<file path="src/rtl/press_classify_pkg.sv">
// press_classify_pkg: shared types and default constants for the key-press classifier.
//   state_t          - classifier FSM state encoding (3 bits; codes 5..7 are illegal)
//   LONG_TICKS_DEF   - default en-ticks of continuous press for a long press
//   DBL_TICKS_DEF    - default en-ticks of release gap for a double click
//   CW_DEF           - default tick counter width
package press_classify_pkg;

    localparam int unsigned LONG_TICKS_DEF = 100;
    localparam int unsigned DBL_TICKS_DEF  = 30;
    localparam int unsigned CW_DEF         = 8;

    typedef enum logic [2:0] {
        IDLE   = 3'd0,
        PRESS  = 3'd1,
        GAP    = 3'd2,
        PRESS2 = 3'd3,
        LONG   = 3'd4
    } state_t;

endpackage

</file>
<file path="src/rtl/press_classify_sat_cnt.sv">
// sat_cnt: CW-bit tick counter with synchronous clear, enable-increment and
// saturation at all-ones.
//   clk  - clock, rising edge
//   rst  - asynchronous active-high reset (count -> 0)
//   clr  - clear to zero (wins over inc)
//   inc  - increment by one, holding at 2^CW-1
//   cnt  - current count
module sat_cnt #(
    parameter int unsigned CW = 8
) (
    input  logic          clk,
    input  logic          rst,
    input  logic          clr,
    input  logic          inc,
    output logic [CW-1:0] cnt
);

    always_ff @(posedge clk or posedge rst) begin
        if (rst) begin
            cnt <= '0;
        end else if (clr) begin
            cnt <= '0;
        end else if (inc && (cnt != {CW{1'b1}})) begin
            cnt <= cnt + CW'(1);
        end
    end

endmodule

</file>
<file path="src/rtl/press_classify.sv">
// press_classify: classifies a debounced key level into short press, long
// press and double click events, advancing only on prescaler ticks (en).
//   clk     - sole clock, rising edge
//   rst     - asynchronous active-high reset
//   en      - tick qualifier shared with the upstream glitch filter
//   i       - debounced key level, 1 = pressed
//   short_p - one-clk pulse, short press
//   long_p  - one-clk pulse, long-press threshold reached
//   dbl_p   - one-clk pulse, double click
//   held    - level, high while in the long-hold state
// Build option: define PRESS_CLASSIFY_DBL_EN to enable double-click detection
// (GAP/PRESS2 states). Without it a release from PRESS reports short_p at once,
// dbl_p is tied low and DBL_TICKS is only range-checked.
module press_classify
    import press_classify_pkg::*;
#(
    parameter int unsigned LONG_TICKS = LONG_TICKS_DEF,
    parameter int unsigned DBL_TICKS  = DBL_TICKS_DEF,
    parameter int unsigned CW         = CW_DEF
) (
    input  logic clk,
    input  logic rst,
    input  logic en,
    input  logic i,
    output logic short_p,
    output logic long_p,
    output logic dbl_p,
    output logic held
);

    localparam logic [CW-1:0] LONG_LAST = CW'(LONG_TICKS - 1);

    // Reject parameter sets the counter cannot represent.
    if ((CW < 2) || (CW > 31) ||
        (LONG_TICKS < 2) || (LONG_TICKS > ((1 << CW) - 1)) ||
        (DBL_TICKS  < 2) || (DBL_TICKS  > ((1 << CW) - 1))) begin : g_param_check
        $error("press_classify: LONG_TICKS/DBL_TICKS must lie in 2..2^CW-1");
    end

    state_t        state;
    state_t        state_nxt;
    logic [CW-1:0] cnt;
    logic          cnt_clr;
    logic          cnt_inc;
    logic          short_n;
    logic          long_n;

`ifdef PRESS_CLASSIFY_DBL_EN
    localparam logic [CW-1:0] DBL_LAST = CW'(DBL_TICKS - 1);
    logic          dbl_n;
`endif

    // Tick counter: restarts on every state change, runs in timed states.
    assign cnt_clr = (state_nxt != state);
    assign cnt_inc = en && ((state == PRESS) || (state == GAP) || (state == PRESS2));

    sat_cnt #(
        .CW (CW)
    ) u_cnt (
        .clk (clk),
        .rst (rst),
        .clr (cnt_clr),
        .inc (cnt_inc),
        .cnt (cnt)
    );

    // State register.
    always_ff @(posedge clk or posedge rst) begin
        if (rst) begin
            state <= IDLE;
        end else begin
            state <= state_nxt;
        end
    end

    // Next state and pulse requests; nothing moves between en ticks.
    always_comb begin
        state_nxt = state;
        short_n   = 1'b0;
        long_n    = 1'b0;
`ifdef PRESS_CLASSIFY_DBL_EN
        dbl_n     = 1'b0;
`endif
        if (en) begin
            case (state)
                IDLE: begin
                    if (i) begin
                        state_nxt = PRESS;
                    end
                end
                PRESS: begin
                    // Release outranks the long threshold on the same tick.
                    if (!i) begin
`ifdef PRESS_CLASSIFY_DBL_EN
                        state_nxt = GAP;
`else
                        state_nxt = IDLE;
                        short_n   = 1'b1;
`endif
                    end else if (cnt == LONG_LAST) begin
                        state_nxt = LONG;
                        long_n    = 1'b1;
                    end
                end
`ifdef PRESS_CLASSIFY_DBL_EN
                GAP: begin
                    // A second press outranks gap expiry on the same tick.
                    if (i) begin
                        state_nxt = PRESS2;
                    end else if (cnt == DBL_LAST) begin
                        state_nxt = IDLE;
                        short_n   = 1'b1;
                    end
                end
                PRESS2: begin
                    // Holding the second press still counts as a double click.
                    if (!i) begin
                        state_nxt = IDLE;
                        dbl_n     = 1'b1;
                    end else if (cnt == LONG_LAST) begin
                        state_nxt = LONG;
                        dbl_n     = 1'b1;
                    end
                end
`endif
                LONG: begin
                    if (!i) begin
                        state_nxt = IDLE;
                    end
                end
                default: begin
                    state_nxt = IDLE;
                end
            endcase
        end
    end

    // Registered outputs: pulses last exactly the cycle after the tick.
    always_ff @(posedge clk or posedge rst) begin
        if (rst) begin
            short_p <= 1'b0;
            long_p  <= 1'b0;
            held    <= 1'b0;
        end else begin
            short_p <= short_n;
            long_p  <= long_n;
            held    <= (state_nxt == LONG);
        end
    end

`ifdef PRESS_CLASSIFY_DBL_EN
    always_ff @(posedge clk or posedge rst) begin
        if (rst) begin
            dbl_p <= 1'b0;
        end else begin
            dbl_p <= dbl_n;
        end
    end
`else
    assign dbl_p = 1'b0;
`endif

endmodule
</file>
<file path="config.mk">
export PLATFORM = sky130hd
export DESIGN_NAME = press_classify
export DESIGN_NICKNAME = d
export VERILOG_FILES = /design/src/rtl/press_classify_pkg.sv /design/src/rtl/press_classify_sat_cnt.sv /design/src/rtl/press_classify.sv
export SDC_FILE = /design/constraint.sdc
export NUM_CORES = 1
export LEC_CHECK = 0
export CAP_MARGIN = 20
export CORE_MARGIN = 3
export CORE_UTILIZATION = 50
export CTS_CLUSTER_DIAMETER = 40
export DETAILED_ROUTE_END_ITERATION = 8
export PLACE_DENSITY_LB_ADDON = 0.25
export SYNTH_ARGS = -nofsm -noshare
export SYNTH_HDL_FRONTEND = slang
export SYNTH_SLANG_ARGS = --single-unit
</file>
<file path="constraint.sdc">
create_clock -name clk -period 2.35 [get_ports clk]
set_input_delay 0.705 -clock clk [delete_from_list [all_inputs] [get_ports clk]]
set_output_delay 0.705 -clock clk [all_outputs]
set_load 0.005 [all_outputs]
</file>
Word-level counts from Yosys, hierarchy flattened
Index checks and enable logic that the tools add are counted.
- register bits after elaboration: 14
- bits of input ports: 4
- output and inout bits: 4
- logic and storage cells: 35
- add/subtract/negate cells: 1
- equality and inequality tests: 8
- muxes and demuxes: 15
- reductions and logical operators: 6
- operator list (cell ; number):
    $mux W8 ; 2
    $mux W3 ; 5
    $pmux W3 S3 ; 1
    $add A8 B1 Y8 const B ; 1
    $eq A8 B7 Y1 const B ; 1
    $ne A8 B8 Y1 const B ; 1
    $mux W1 ; 7
    $eq A3 B2 Y1 const B ; 2
    $eq A3 B3 Y1 const B ; 2
    $eq A3 B1 Y1 const B ; 1
    $logic_not A3 Y1 ; 1
    $ne A3 B3 Y1 ; 1
    $logic_and A1 B1 Y1 ; 2
    $logic_or A1 B1 Y1 ; 2
    $reduce_bool A2 Y1 ; 1

Depth between registers and ports, before layout
Gate-level depths: netlist of the first run.
- depth after elaboration: 7
- depth in mapped cells: 5
- gate-level depth less buffers: 5

Modules after synthesis
From an unflattened synthesis of the first run, not the netlist that was laid out.
- cells, all modules: 81
- area, all modules: 830.8 µm²
- modules (own cells, without submodules) (module ; instances ; cells each ; area an instance (µm²) ; seq. area each (µm²)):
    sat_cnt ; 1 ; 49 ; 504.2 ; 200.2
    press_classify ; 1 ; 32 ; 326.6 ; 150.1

Worst setup path before layout of the first run
No wires, ideal clock.
- path type: input -> register
- start point: input port en
- end point: register u_cnt.cnt[5]
- library setup time: 0.073 ns
- data arrival time: 1.779 ns
- required time: 2.277 ns
- setup slack: 0.497 ns
- stages: 4
- buffers on the path: 0
- path through: nand2b_4 -> or4_4 -> or3_1 -> a21oi_2
- word-level cells in the longest chain between the ends: 3
- elaborated cells between the ends (all ways): 6
- those cells by class: eq/ne: 1; mux: 2; reduce/logical: 3
- ends and longest elaborated chain (element ; RTL line ; source):
    start, declared ; press_classify.sv:23 ; input logic en,
    $mux W3 or $logic_and A1 B1 Y1 (tied branches) ; press_classify.sv:84, press_classify.sv:55 ;
    $ne A3 B3 Y1 or $logic_and A1 B1 Y1 (tied branches) ; press_classify.sv:54, press_classify_sat_cnt.sv:23 ;
    $mux W8 or $reduce_bool A2 Y1 (tied branches) ; - ;
    end signal, assigned ; press_classify_sat_cnt.sv:24 ; cnt <= cnt + CW'(1);
    end, declared ; press_classify_sat_cnt.sv:15 ; output logic [CW-1:0] cnt
Parallel ways exist; a longest one is shown, timed or not.
A chain may end at the register's enable or synchronous reset.

Final worst setup path of the first run
Ends and elaborated chain as after synthesis.

==> results.txt, run 1 <==
----------------------------------------------------
[Global routing]
  Routing usage on met2 ... 28.97%
  Vias in the first global route ... 645
  First-pass GRT wire length ... 2787 um
  Routing usage on met1 ... 24.82%
  GRT met3 Usage ... 4.348%
  Initial antenna violation count ... 0
  Largest net degree at the start of global routing ... 15
  Layer carrying the most global-route usage ... met2
  Leftover overflow at the end of global routing ... 0
  Overall fraction of global-route tracks in use ... 19.02%

[Hold path]
  Startpoint of the tightest hold check path ... u_cnt.cnt[7]
  Hold path cells ... 1
  HP Class ... reg2reg
  Terminating pin of the worst hold path ... u_cnt.cnt[7]

[STA]
  Final Setup Violations ... 0
  Worst slew slack as a fraction of its limit ... 66.02%
  Setup Skew ... 0.001333 ns
  Max-slew violation count ... 0
  Post-route worst hold slack ... 0.5616 ns
  Transition time at the pin with the least slew margin ... 0.5092 ns
  Share of the cycle needed by the critical path after routing ... 90.65%
  Maximum clock rate ... 0.4694 GHz
  Setup repair after global routing missed its margin ... no
  Hold violation total from the final report ... 0
  Min Tclk post-route ... 2.130 ns

[Power]
  Power Dens Cells ... 534.2 mW/mm2
  Worst vdd ir ... 309.6 uV
  Leakage power ... 0.4066 nW

[Clocking]
  Later-pin clock latency in the skew report ... 0.28 ns
  CTS max path bufs ... 2
  Count of H-tree levels built during CTS ... 1
  Post-cts hold buffer count ... 0
  Number of buffers created by CTS ... 3
  Gates resized, CTS repair ... 0
  Clock tree from TritonCTS ... yes
  Clk Tree Root Cell ... clkbuf_4
  Clock transition at the registers of the reported paths ... 0.09 ns
  Post-CTS Repair Setup Buffers ... 0
  Sinks on the clock net ... 14

[Setup path]
  Slowest CP cell ... or4_4
  Largest incremental delay on the critical path ... 0.54 ns
  Reg2Reg Capture Point ... u_cnt.cnt[5]
  Launching point of the worst reg2reg path ... state[2]
  Critical path start-end classification ... in2reg
  Sort of element at the start of the critical path ... input pin
  Depth of the worst register-to-register path ... 4
  Crit path buf inv count ... 1
  Family of cells with the greatest summed delay on the critical path ... simple AND/OR/NAND/NOR gates
  CP Max Fanout ... 3
  Data arrival time at the worst-slack endpoint ... 2.35 ns
  Data required time of the critical path ... 2.57 ns
  CP endpoint kind ... flop
  Setup slack on the worst flop-to-flop path ... 0.59 ns
  Cell-by-cell listing of the critical path ... clkdlybuf4s50_1 > nand2b_4 > or4_4 > or3_1 > a21oi_2

[Floorplan]
  Horizontal die dimension ... 45.55 um
  Initial Utilization ... 56.56%
  Height of the die ... 45.55 um
  Std-Cell Rows ... 13
  Core area ... 0.001383 mm2
  Number of placed I/O pins ... 8
  Die ar. ... 0.002074 mm2

[Placement]
  Number of buffers inserted by port buffering ... 6
  Final weighted congestion in routability-driven placement ... 0.7683
  Final HPWL from detailed placement ... 1131 um

[Synthesis]
  Count of mapped cells out of synthesis ... 79
  Xor/xnor cell area share of the yosys netlist ... 2.240%
  Sequential cell area fraction in the yosys report ... 44.80%
  Share of synthesized cell area in and, or, nand and nor gates ... 30.72%
  Fraction of synthesized area in multiplexers ... 1.280%
  Synthesized area per cell ... 9.899 um2
  Total number of yosys warnings ... 0
  Leading post-synthesis cells by instance count ... 14 x dfrtp_1, 7 x nor2_1, 4 x inv_1, 4 x nand2_1, 4 x nor3_1
  Most repeated cell in the gate-level netlist after synthesis ... dfrtp_1
  Combinational family with the most area after synthesis ... simple AND/OR/NAND/NOR gates
  Cell area after synthesis ... 782.0 um2
  Share of Yosys cell area claimed by the top area cell type ... 44.80%
  Number of synthesized flops with an enable pin ... 0
  Cell types with the largest area share after synthesis ... dfrtp_1 45%, nor2_1 3.4%, nor3_1 2.6%
  Number of distinct library cells after synthesis ... 39
  Count of state elements after synthesis ... 14
  Adder-cell share of the synthesized area ... 1.600%
  Area leader, netlist ... dfrtp_1
  Complex-gate fraction of the synthesized area ... 16.00%
  Net count of the mapped netlist ... 84
  Dominant register cell in the synthesized netlist ... dfrtp_1
  Fraction of registers with async set/reset ... 100.0%

[Drt]
  Drt drc ... 0
  Final routed wirelength across all metal layers ... 1559 um
  Routed len/inst ... 14.30 um
  Routed via count divided by cell count ... 5.927
  Number of detailed-route iterations in the first pass ... 3
  Remaining antenna violation count ... 0
  DRC marker count from the first detailed-route iteration ... 5
  Total vias in the final route ... 646

[Flow run]
  MaxCap Viol Count ... 0

[Final layout]
  # fillers ... 112
  Post-layout util ... 67.60%
  Final antenna diode count ... 0
  Final net count ... 100
  Synthesis-to-finish area growth ... 19.52%
  Fraction of final layout cells sized beyond drive strength 1 ... 20.21%

[Status]
  Result of the run ... complete, no violations

----------------------------------------------------
## per-layer routing
layer | vias up | routed length [um] | share of wire, %
met2 | 7 | 744 | 48
met5 | - | 0 | 0
met1 | 315 | 759 | 49
li1 | 322 | - | -
met4 | 0 | 19 | 1.2
met3 | 2 | 36 | 2.3
## cells by family (layout without fill, tap and decap cells)
family                     after synthesis  after routing
muxes                                    1              1
DFF                                     14             14
AOI/OAI and AO/OA                       16             16
other                                    1              1
xor gates and xnor gates                 2              2
and+or+nand+nor                         39             39
adders and majority gates                1              1
buffers and inverters                    5             20
## worst reg2reg max path, cell delays in order, from the launching register on
cell	delay [ns]
dfrtp_1	0.47
nand2b_4	0.18
or4_4	0.54
or3_1	0.37
a21oi_2	0.13
## report_power, final
part,leakage (nW),internal (mW),switching (mW)
clock network,0.0210,0.0942,0.0813
registers,0.192,0.250,0.0105
logic,0.194,0.0296,0.0335
## through the flow
step / power [mW] / std cells / area (um2) / setup TNS (ns) / worst slack (ns)
floorplan: 0.3041 / 79 / 782.0 / 0 / 0.4973
global placement: 0.3263 / 105 / 898.4 / -0.04619 / -0.04619
detailed placement: 0.3285 / 105 / 898.4 / -0.09148 / -0.06799
CTS: 0.5040 / 109 / 934.6 / 0 / 0.2243
global route: 0.5238 / 109 / 934.6 / 0 / 0.1371
finish: 0.4993 / 109 / 934.6 / 0 / 0.2197
## cell type report
class	instances	area (um2)	area share, %
flip-flops and latches	14	350.3	37.48
clock buffers	4	36.28	3.882
inverters	4	15.01	1.606
repair buffers	12	105.1	11.25
multi-input cells	60	409.1	43.78
well taps	15	18.77	2.008
## cell usage in the layout, fill, tap and decap left out, drive strengths merged, types with 2 or more instances in the layout
cell type      netlist  final
dfrtp               14     14
nor2                 7      7
clkdlybuf4s50        0      6
buf                  1      6
nand2                4      4
inv                  4      4
nor3                 4      4
clkbuf               0      4
nor4                 3      3
nand3                3      3
a21oi                3      3
nand3b               2      2
and3                 2      2
a211oi               2      2
nand4                2      2
o21ai                2      2
or3                  2      2
nor2b                2      2
and2b                2      2
nand2b               2      2
## how the worst max path moves through the flow
stage / from / end / slack (ns) / cells past startpoint
4_1_cts: en / u_cnt.cnt[5] / 0.22 / 5
2_1_floorplan: en / u_cnt.cnt[5] / 0.50 / 4
3_3_place_gp: en / u_cnt.cnt[5] / -0.05 / 5
6_report: en / u_cnt.cnt[5] / 0.22 / 5
5_1_grt: en / u_cnt.cnt[5] / 0.14 / 5
3_5_place_dp: en / u_cnt.cnt[5] / -0.07 / 5
## state kept, by name (all words and copies together), names as in the netlist
name and count:
short_p 1, held 1, u_cnt.cnt 8, long_p 1, state 3
(Power assumes the default switching activity.)
==> run 2: changes to the inputs <==
==> constraint.sdc (replaced) <==
create_clock -name clk -period 2.4 [get_ports clk]
set_input_delay 0.72 -clock clk [delete_from_list [all_inputs] [get_ports clk]]
set_output_delay 0.72 -clock clk [all_outputs]
set_load 0.005 [all_outputs]
==> results.txt, run 2 (synthesized netlist as in run 1, its figures left out) <==
----------------------------------------------------
[Status]
  Result of the run ... complete, no violations

[Global routing]
  Leftover overflow at the end of global routing ... 0 (unchanged)
  First-pass GRT wire length ... 2573 um (-7.7%)
  Vias in the first global route ... 628 (-2.6%)
  Largest net degree at the start of global routing ... 15 (unchanged)
  Initial antenna violation count ... 0 (unchanged)
  Overall fraction of global-route tracks in use ... 17.42% (-1.6 points)

[Clocking]
  Sinks on the clock net ... 14 (unchanged)
  Clock transition at the registers of the reported paths ... 0.08 ns (about the same)
  Gates resized, CTS repair ... 0 (unchanged)
  Number of buffers created by CTS ... 3 (unchanged)
  Clock tree from TritonCTS ... yes
  Post-CTS Repair Setup Buffers ... 0 (unchanged)
  Count of H-tree levels built during CTS ... 1 (unchanged)
  Later-pin clock latency in the skew report ... 0.28 ns (about the same)
  CTS max path bufs ... 2 (unchanged)
  Clk Tree Root Cell ... clkbuf_4
  Post-cts hold buffer count ... 0 (unchanged)

[STA]
  Setup tns final ... 0 ns (unchanged)
  Max-slew violation count ... 0 (unchanged)
  Share of the cycle needed by the critical path after routing ... 89.13%
  Transition time at the pin with the least slew margin ... 0.5273 ns (+0.01811 ns)
  Post-route worst hold slack ... 0.5693 ns (+0.007689 ns)
  Final Setup Violations ... 0 (unchanged)
  Maximum clock rate ... 0.4675 GHz
  Hold violation total from the final report ... 0 (unchanged)
  Setup repair after global routing missed its margin ... no
  Worst slew slack as a fraction of its limit ... 64.81% (-1.2 points)
  Setup Skew ... 0.003322 ns (+0.001989 ns)
  Min Tclk post-route ... 2.139 ns

[Final layout]
  Area of combinational cells with multiple inputs ... 409.1 um2 (unchanged)
  Final antenna diode count ... 0 (unchanged)
  Most common library cell in the layout ignoring fill and taps ... dfrtp_1
  Final net count ... 99 (-1.0%)
  # fillers ... 108 (-3.6%)
  Final Instance Count excl. Fillers ... 107 (-1.8%)
  Reg with most FFs ... u_cnt.cnt
  Synthesis-to-finish area growth ... 16.80%
  Leading cell types in the layout, fill and taps excluded ... 14 x dfrtp_1, 7 x nor2_1, 6 x clkdlybuf4s50_1
  Top Registers ... u_cnt.cnt: 8 flops, state: 3 flops
  FF+latch area ... 350.3 um2 (unchanged)
  Fraction of final layout cells sized beyond drive strength 1 ... 18.48% (-1.7 points)
  Flip-flop count of the largest register, all copies and words added ... 8 (unchanged)
  Post-layout util ... 66.06% (-1.5 points)

[Floorplan]
  Initial Utilization ... 56.56% (unchanged)
  Height of the die ... 45.55 um (unchanged)
  Horizontal die dimension ... 45.55 um (unchanged)
  Die ar. ... 0.002074 mm2 (unchanged)
  Number of placed I/O pins ... 8 (unchanged)
  Core area ... 0.001383 mm2 (unchanged)
  Std-Cell Rows ... 13 (unchanged)

[Setup path]
  Family of cells with the greatest summed delay on the critical path ... simple AND/OR/NAND/NOR gates
  Largest incremental delay on the critical path ... 0.54 ns (about the same)
  CP endpoint kind ... flop
  Cell-by-cell listing of the critical path ... clkdlybuf4s50_1 > nand2b_4 > or4_4 > or3_1 > a21oi_2
  Slowest CP cell ... or4_4
  CP Max Fanout ... 3 (unchanged)
  Critical path start-end classification ... in2reg
  Data arrival time at the worst-slack endpoint ... 2.35 ns (about the same)
  Data required time of the critical path ... 2.61 ns (+0.04 ns)
  Sort of element at the start of the critical path ... input pin
  Crit path buf inv count ... 1 (unchanged)

[Drt]
  DRC marker count from the first detailed-route iteration ... 19 (+14)
  Final routed wirelength across all metal layers ... 1463 um (-6.2%)
  Remaining antenna violation count ... 0 (unchanged)
  Total vias in the final route ... 640 (-0.93%)
  Number of detailed-route iterations in the first pass ... 4 (+1)
  Drt drc ... 0 (unchanged)
  Routed via count divided by cell count ... 5.981 (+0.92%)
  Routed len/inst ... 13.67 um (-4.4%)

[Power]
  Net Switching ... 0.1144 mW (-8.7%)
  Switching power share of the total ... 25.68% (+0.59 points)
  Leakage power ... 0.3946 nW (-3.0%)
  Worst vdd ir ... 337.0 uV (+8.8%)
  Sequential cell fraction of total power ... 57.4% (+5.2 points)
  Proportion of power drawn by combinational gates ... 13.5% (+0.9 points)
  Part of the total power dissipated in the clock network ... 29.1% (-6.0 points)
  Power Dens Cells ... 487.8 mW/mm2 (-8.7%)
  Internal power contribution ... 0.3311 mW (-11%)

[Placement]
  Number of cells after detailed placement ... 104 (-0.95%)
  Final HPWL from detailed placement ... 1078 um (-4.7%)
  Number of buffers inserted by port buffering ... 6 (unchanged)
  Final weighted congestion in routability-driven placement ... 0.7747 (+0.83%)

[Flow run]
  MaxCap Viol Count ... 0 (unchanged)

[Hold path]
  HP Class ... reg2reg

----------------------------------------------------
==> run 2: cell types whose count changed in the layout (fill, tap and decap cells not counted) <==
cell and delta:
buf_4 -1, clkbuf_8 -1
==> run 2: area by class of cell <==
class / instances / area share (%)
repair buffers: 11 / 10.68
flip-flops and latches: 14 / 38.36
inverters: 4 / 1.644
multi-input cells: 60 / 44.79
clock buffers: 3 / 2.466
well taps: 15 / 2.055
==> run 2: worst paths after layout <==
kind | from | slack (ns) | to | cells past startpoint
min reg2reg | u_cnt.cnt[7] | 0.57 | u_cnt.cnt[7] | 1
min in group asynchronous | rst | 0.77 | u_cnt.cnt[5] | 2
min | u_cnt.cnt[7] | 0.57 | u_cnt.cnt[7] | 1
max | en | 0.26 | u_cnt.cnt[5] | 5
max in group asynchronous | rst | 1.28 | u_cnt.cnt[0] | 2
max reg2reg | u_cnt.cnt[0] | 0.65 | u_cnt.cnt[7] | 6
==> run 2: power groups by stage <==
stage               clock network (mW)  logic (mW)  registers, mW
floorplan                            0      0.0396          0.258
global placement                     0      0.0589          0.260
detailed placement                   0      0.0604          0.260
CTS                              0.137      0.0607          0.255
global route                     0.145      0.0687          0.257
finish                           0.130      0.0602          0.256
==> run 2: stage by stage <==
step                      total power, mW  setup WS [ns]  instance area, um2
after floorplan                    0.2978         0.5323               782.0
after global placement             0.3186       -0.01153               890.9
after detailed placement           0.3205       -0.02774               890.9
after CTS                          0.4528         0.2637               913.4
after global routing               0.4707         0.2046               913.4
final                              0.4455         0.2608               913.4
==> run 2: worst register-to-register path: stages (launching register included) <==
cell and delay (ns):
dfrtp_1 0.42, ha_1 0.29, nand4bb_1 0.13, nor4_1 0.06, buf_4 0.16, o31a_2 0.40
a211oi_1 0.21
==> run 2: layer usage <==
metal | vias up | global-route usage (%) | part of all wire [%]
met4 | 0 | 11.70 | 3.5
met3 | 7 | 3.557 | 3.7
met2 | 17 | 25.91 | 43
li1 | 318 | - | -
met1 | 298 | 22.47 | 50
met5 | - | 0 | 0
==> run 3: changes to the inputs <==
--- a/config.mk
+++ b/config.mk
@@ -5,11 +5,13 @@
 export SDC_FILE = /design/constraint.sdc
 export NUM_CORES = 1
 export LEC_CHECK = 0
+export ABC_AREA = 1
 export CAP_MARGIN = 20
 export CORE_MARGIN = 3
 export CORE_UTILIZATION = 50
 export CTS_CLUSTER_DIAMETER = 40
 export DETAILED_ROUTE_END_ITERATION = 8
+export DONT_BUFFER_PORTS = 1
 export PLACE_DENSITY_LB_ADDON = 0.25
 export SYNTH_ARGS = -nofsm -noshare
 export SYNTH_HDL_FRONTEND = slang
==> results.txt, run 3 <==
----------------------------------------------------
[Drt]
  Final routed wirelength across all metal layers ... 1421 um (-2.9%)
  Routed len/inst ... 11.74 um (-14%)
  Routed via count divided by cell count ... 5.240 (-12%)
  Drt drc ... 0 (unchanged)
  Remaining antenna violation count ... 0 (unchanged)
  Number of detailed-route iterations in the first pass ... 4 (unchanged)
  Total vias in the final route ... 634 (-0.94%)
  DRC marker count from the first detailed-route iteration ... 8 (-11)

[Floorplan]
  Core area ... 0.001524 mm2 (+10%)
  Die ar. ... 0.002172 mm2 (+4.7%)
  Number of placed I/O pins ... 8 (unchanged)
  Height of the die ... 46.61 um (+2.3%)
  Horizontal die dimension ... 46.61 um (+2.3%)
  Initial Utilization ... 54.11% (-2.5 points)
  Std-Cell Rows ... 14 (+1)

[Placement]
  Number of buffers inserted by port buffering ... 0 (-6)
  Final weighted congestion in routability-driven placement ... 0.8780 (+13%)
  Final HPWL from detailed placement ... 1079 um (about the same)
  Pre-CTS WS ... 0.8937 ns (+0.9214 ns)

[Global routing]
  First-pass GRT wire length ... 2318 um (-9.9%)
  Routing usage on met2 ... 25.27% (-0.63 points)
  Layer carrying the most global-route usage ... met2
  Overall fraction of global-route tracks in use ... 15.21% (-2.2 points)
  Routing usage on met1 ... 18.57% (-3.9 points)
  Leftover overflow at the end of global routing ... 0 (unchanged)
  Vias in the first global route ... 586 (-6.7%)
  GRT met3 Usage ... 2.344% (-1.2 points)
  Largest net degree at the start of global routing ... 15 (unchanged)
  Initial antenna violation count ... 0 (unchanged)

[Clocking]
  Clk Tree Root Cell ... clkbuf_4
  Sinks on the clock net ... 14 (unchanged)
  Clock transition at the registers of the reported paths ... 0.09 ns (about the same)
  Later-pin clock latency in the skew report ... 0.28 ns (about the same)
  Post-CTS Repair Setup Buffers ... 0 (unchanged)
  Post-cts hold buffer count ... 0 (unchanged)
  Gates resized, CTS repair ... 0 (unchanged)
  Clock tree from TritonCTS ... yes
  CTS max path bufs ... 2 (unchanged)
  Count of H-tree levels built during CTS ... 1 (unchanged)
  Number of buffers created by CTS ... 3 (unchanged)

[Status]
  Result of the run ... complete, no violations

[Setup path]
  Crit path buf inv count ... 0 (-1)
  CP endpoint kind ... flop
  CP Max Fanout ... 5 (+2)
  Slowest CP cell ... dfrtp_1
  Critical path start-end classification ... reg2reg
  Cell-by-cell listing of the critical path ... ha_1 > nand2_1 > nor2_4 > nand2_4 > nand4_2 > nor2_1 > nand3_1 > nand2_1 > nor2_1
  Reg2Reg Capture Point ... u_cnt.cnt[7]
  Largest incremental delay on the critical path ... 0.44 ns (-0.10 ns)
  Family of cells with the greatest summed delay on the critical path ... simple AND/OR/NAND/NOR gates
  Data arrival time at the worst-slack endpoint ... 1.66 ns (-0.69 ns)
  Launching point of the worst reg2reg path ... u_cnt.cnt[0]
  Setup slack on the worst flop-to-flop path ... 0.92 ns (+0.27 ns)
  Depth of the worst register-to-register path ... 9 (+3)
  Sort of element at the start of the critical path ... flop
  Data required time of the critical path ... 2.58 ns (-0.03 ns)

[Final layout]
  Most common library cell in the layout ignoring fill and taps ... nand2_1
  Final net count ... 111 (+12%)
  Post-layout util ... 57.31% (-8.8 points)
  Fraction of final layout cells sized beyond drive strength 1 ... 15.24% (-3.2 points)
  Synthesis-to-finish area growth ... 5.918%
  Leading cell types in the layout, fill and taps excluded ... 24 x nand2_1, 18 x nor2_1, 14 x dfrtp_1
  Reg with most FFs ... u_cnt.cnt
  # fillers ... 144 (+33%)
  Final antenna diode count ... 0 (unchanged)
  Flip-flop count of the largest register, all copies and words added ... 8 (unchanged)
  Top Registers ... u_cnt.cnt: 8 flops, state: 3 flops

[STA]
  Worst slew slack as a fraction of its limit ... 65.38% (+0.57 points)
  Transition time at the pin with the least slew margin ... 0.5188 ns (-0.008482 ns)
  Min Tclk post-route ... 1.484 ns (-0.6548 ns)
  Max-slew violation count ... 0 (unchanged)
  Setup slack after layout ... 0.9156 ns (+0.6548 ns)
  Maximum clock rate ... 0.6737 GHz (+44%)
  Setup Skew ... 0.001462 ns (-0.001860 ns)
  Hold violation total from the final report ... 0 (unchanged)
  Post-route worst hold slack ... 0.3471 ns (-0.2223 ns)
  Setup repair after global routing missed its margin ... no
  Final Setup Violations ... 0 (unchanged)
  Share of the cycle needed by the critical path after routing ... 61.85% (-27 points)
  Setup tns final ... 0 ns (unchanged)

[Synthesis]
  Synthesized area per cell ... 8.084 um2 (-18%)
  Fraction of registers with async set/reset ... 100.0% (unchanged)
  Number of synthesized flops with an enable pin ... 0 (unchanged)
  Count of state elements after synthesis ... 14 (unchanged)
  Leading post-synthesis cells by instance count ... 24 x nand2_1, 18 x nor2_1, 14 x dfrtp_1, 13 x inv_1, 8 x nand3_1
  Dominant register cell in the synthesized netlist ... dfrtp_1
  Area leader, netlist ... dfrtp_1
  Cell types with the largest area share after synthesis ... dfrtp_1 42%, nand2_1 11%, nor2_1 8.2%
  Net count of the mapped netlist ... 107 (+27%)
  Most repeated cell in the gate-level netlist after synthesis ... nand2_1
  Share of Yosys cell area claimed by the top area cell type ... 42.49% (-2.3 points)
  Cell area after synthesis ... 824.5 um2 (+5.4%)
  Sequential cell area fraction in the yosys report ... 42.49% (-2.3 points)
  Number of distinct library cells after synthesis ... 23 (-41%)
  Total number of yosys warnings ... 0 (unchanged)
  Count of mapped cells out of synthesis ... 102 (+29%)

[Power]
  Power Dens Cells ... 562.4 mW/mm2 (+15%)
  Worst vdd ir ... 339.5 uV (+0.75%)
  Leakage power ... 0.4541 nW (+15%)

[Hold path]
  HP Class ... in2async

[Flow run]
  MaxCap Viol Count ... 0 (unchanged)

----------------------------------------------------
==> run 3: cell types whose count changed after synthesis, sizes merged, moves of 3 or more <==
cell | before | now
inv | 4 | 13
xor2 | 1 | 4
nand2 | 4 | 28
nand3 | 3 | 8
a21oi | 3 | 0
nor2 | 7 | 22
nor4 | 3 | 0
==> run 3: worst reg2reg max path: stages (launching register included) <==
cell and delay (ns):
dfrtp_1 0.44, ha_1 0.24, nand2_1 0.11, nor2_4 0.05, nand2_4 0.09, nand4_2 0.11
nor2_1 0.15, nand3_1 0.08, nand2_1 0.07, nor2_1 0.04
==> run 3: metrics by stage <==
step                      cells  instance area (um2)  total power [mW]
final                       121                873.3            0.4912
after global routing        121                873.3            0.5115
after CTS                   121                873.3            0.4963
after detailed placement    117                837.1            0.3246
after global placement      117                837.1            0.3234
after floorplan             102                824.5            0.3140
==> run 3: final cells by class <==
| type | instances | area, um2 | area share [%] |
|---|---|---|---|
| Sequential cell | 14 | 350.3 | 40.11 |
| Tap cell | 16 | 20.02 | 2.292 |
| Inverter | 14 | 52.55 | 6.017 |
| Multi-Input combinational cell | 73 | 414.1 | 47.42 |
| Clock buffer | 4 | 36.28 | 4.155 |
==> run 3: how the worst max path moves through the flow <==
stage                 startpoint           end  slack (ns)  cells after the start
global route        u_cnt.cnt[0]  u_cnt.cnt[2]        0.80                      8
global placement              en  u_cnt.cnt[7]        0.91                      7
floorplan                     en  u_cnt.cnt[7]        0.95                      7
finish              u_cnt.cnt[0]  u_cnt.cnt[7]        0.92                      9
CTS                 u_cnt.cnt[0]  u_cnt.cnt[2]        0.92                      8
detailed placement            en  u_cnt.cnt[7]        0.89                      7
==> run 3: metal layers <==
| layer | vias up | wire, um |
|---|---|---|
| met1 | 294 | 680 |
| met5 | - | 0 |
| li1 | 323 | - |
| met2 | 12 | 662 |
| met3 | 5 | 38 |
| met4 | 0 | 40 |
==> run 3: where the power goes <==
part	total, mW	switching, mW	internal, mW
clock network	0.172	0.0796	0.0924
logic	0.0574	0.0355	0.0219
registers	0.262	0.0144	0.247
total	0.491	0.130	0.362
==> run 3: logic make-up after synthesis <==
group | after synthesis | synth area share, %
adders and majority gates | 1 | 1.517
and+or+nand+nor | 65 | 42.34
xor gates and xnor gates | 4 | 4.248
AOI/OAI and AO/OA | 2 | 1.670
DFF | 14 | 42.49
other | 1 | 0.4548
buffers and inverters | 15 | 7.284
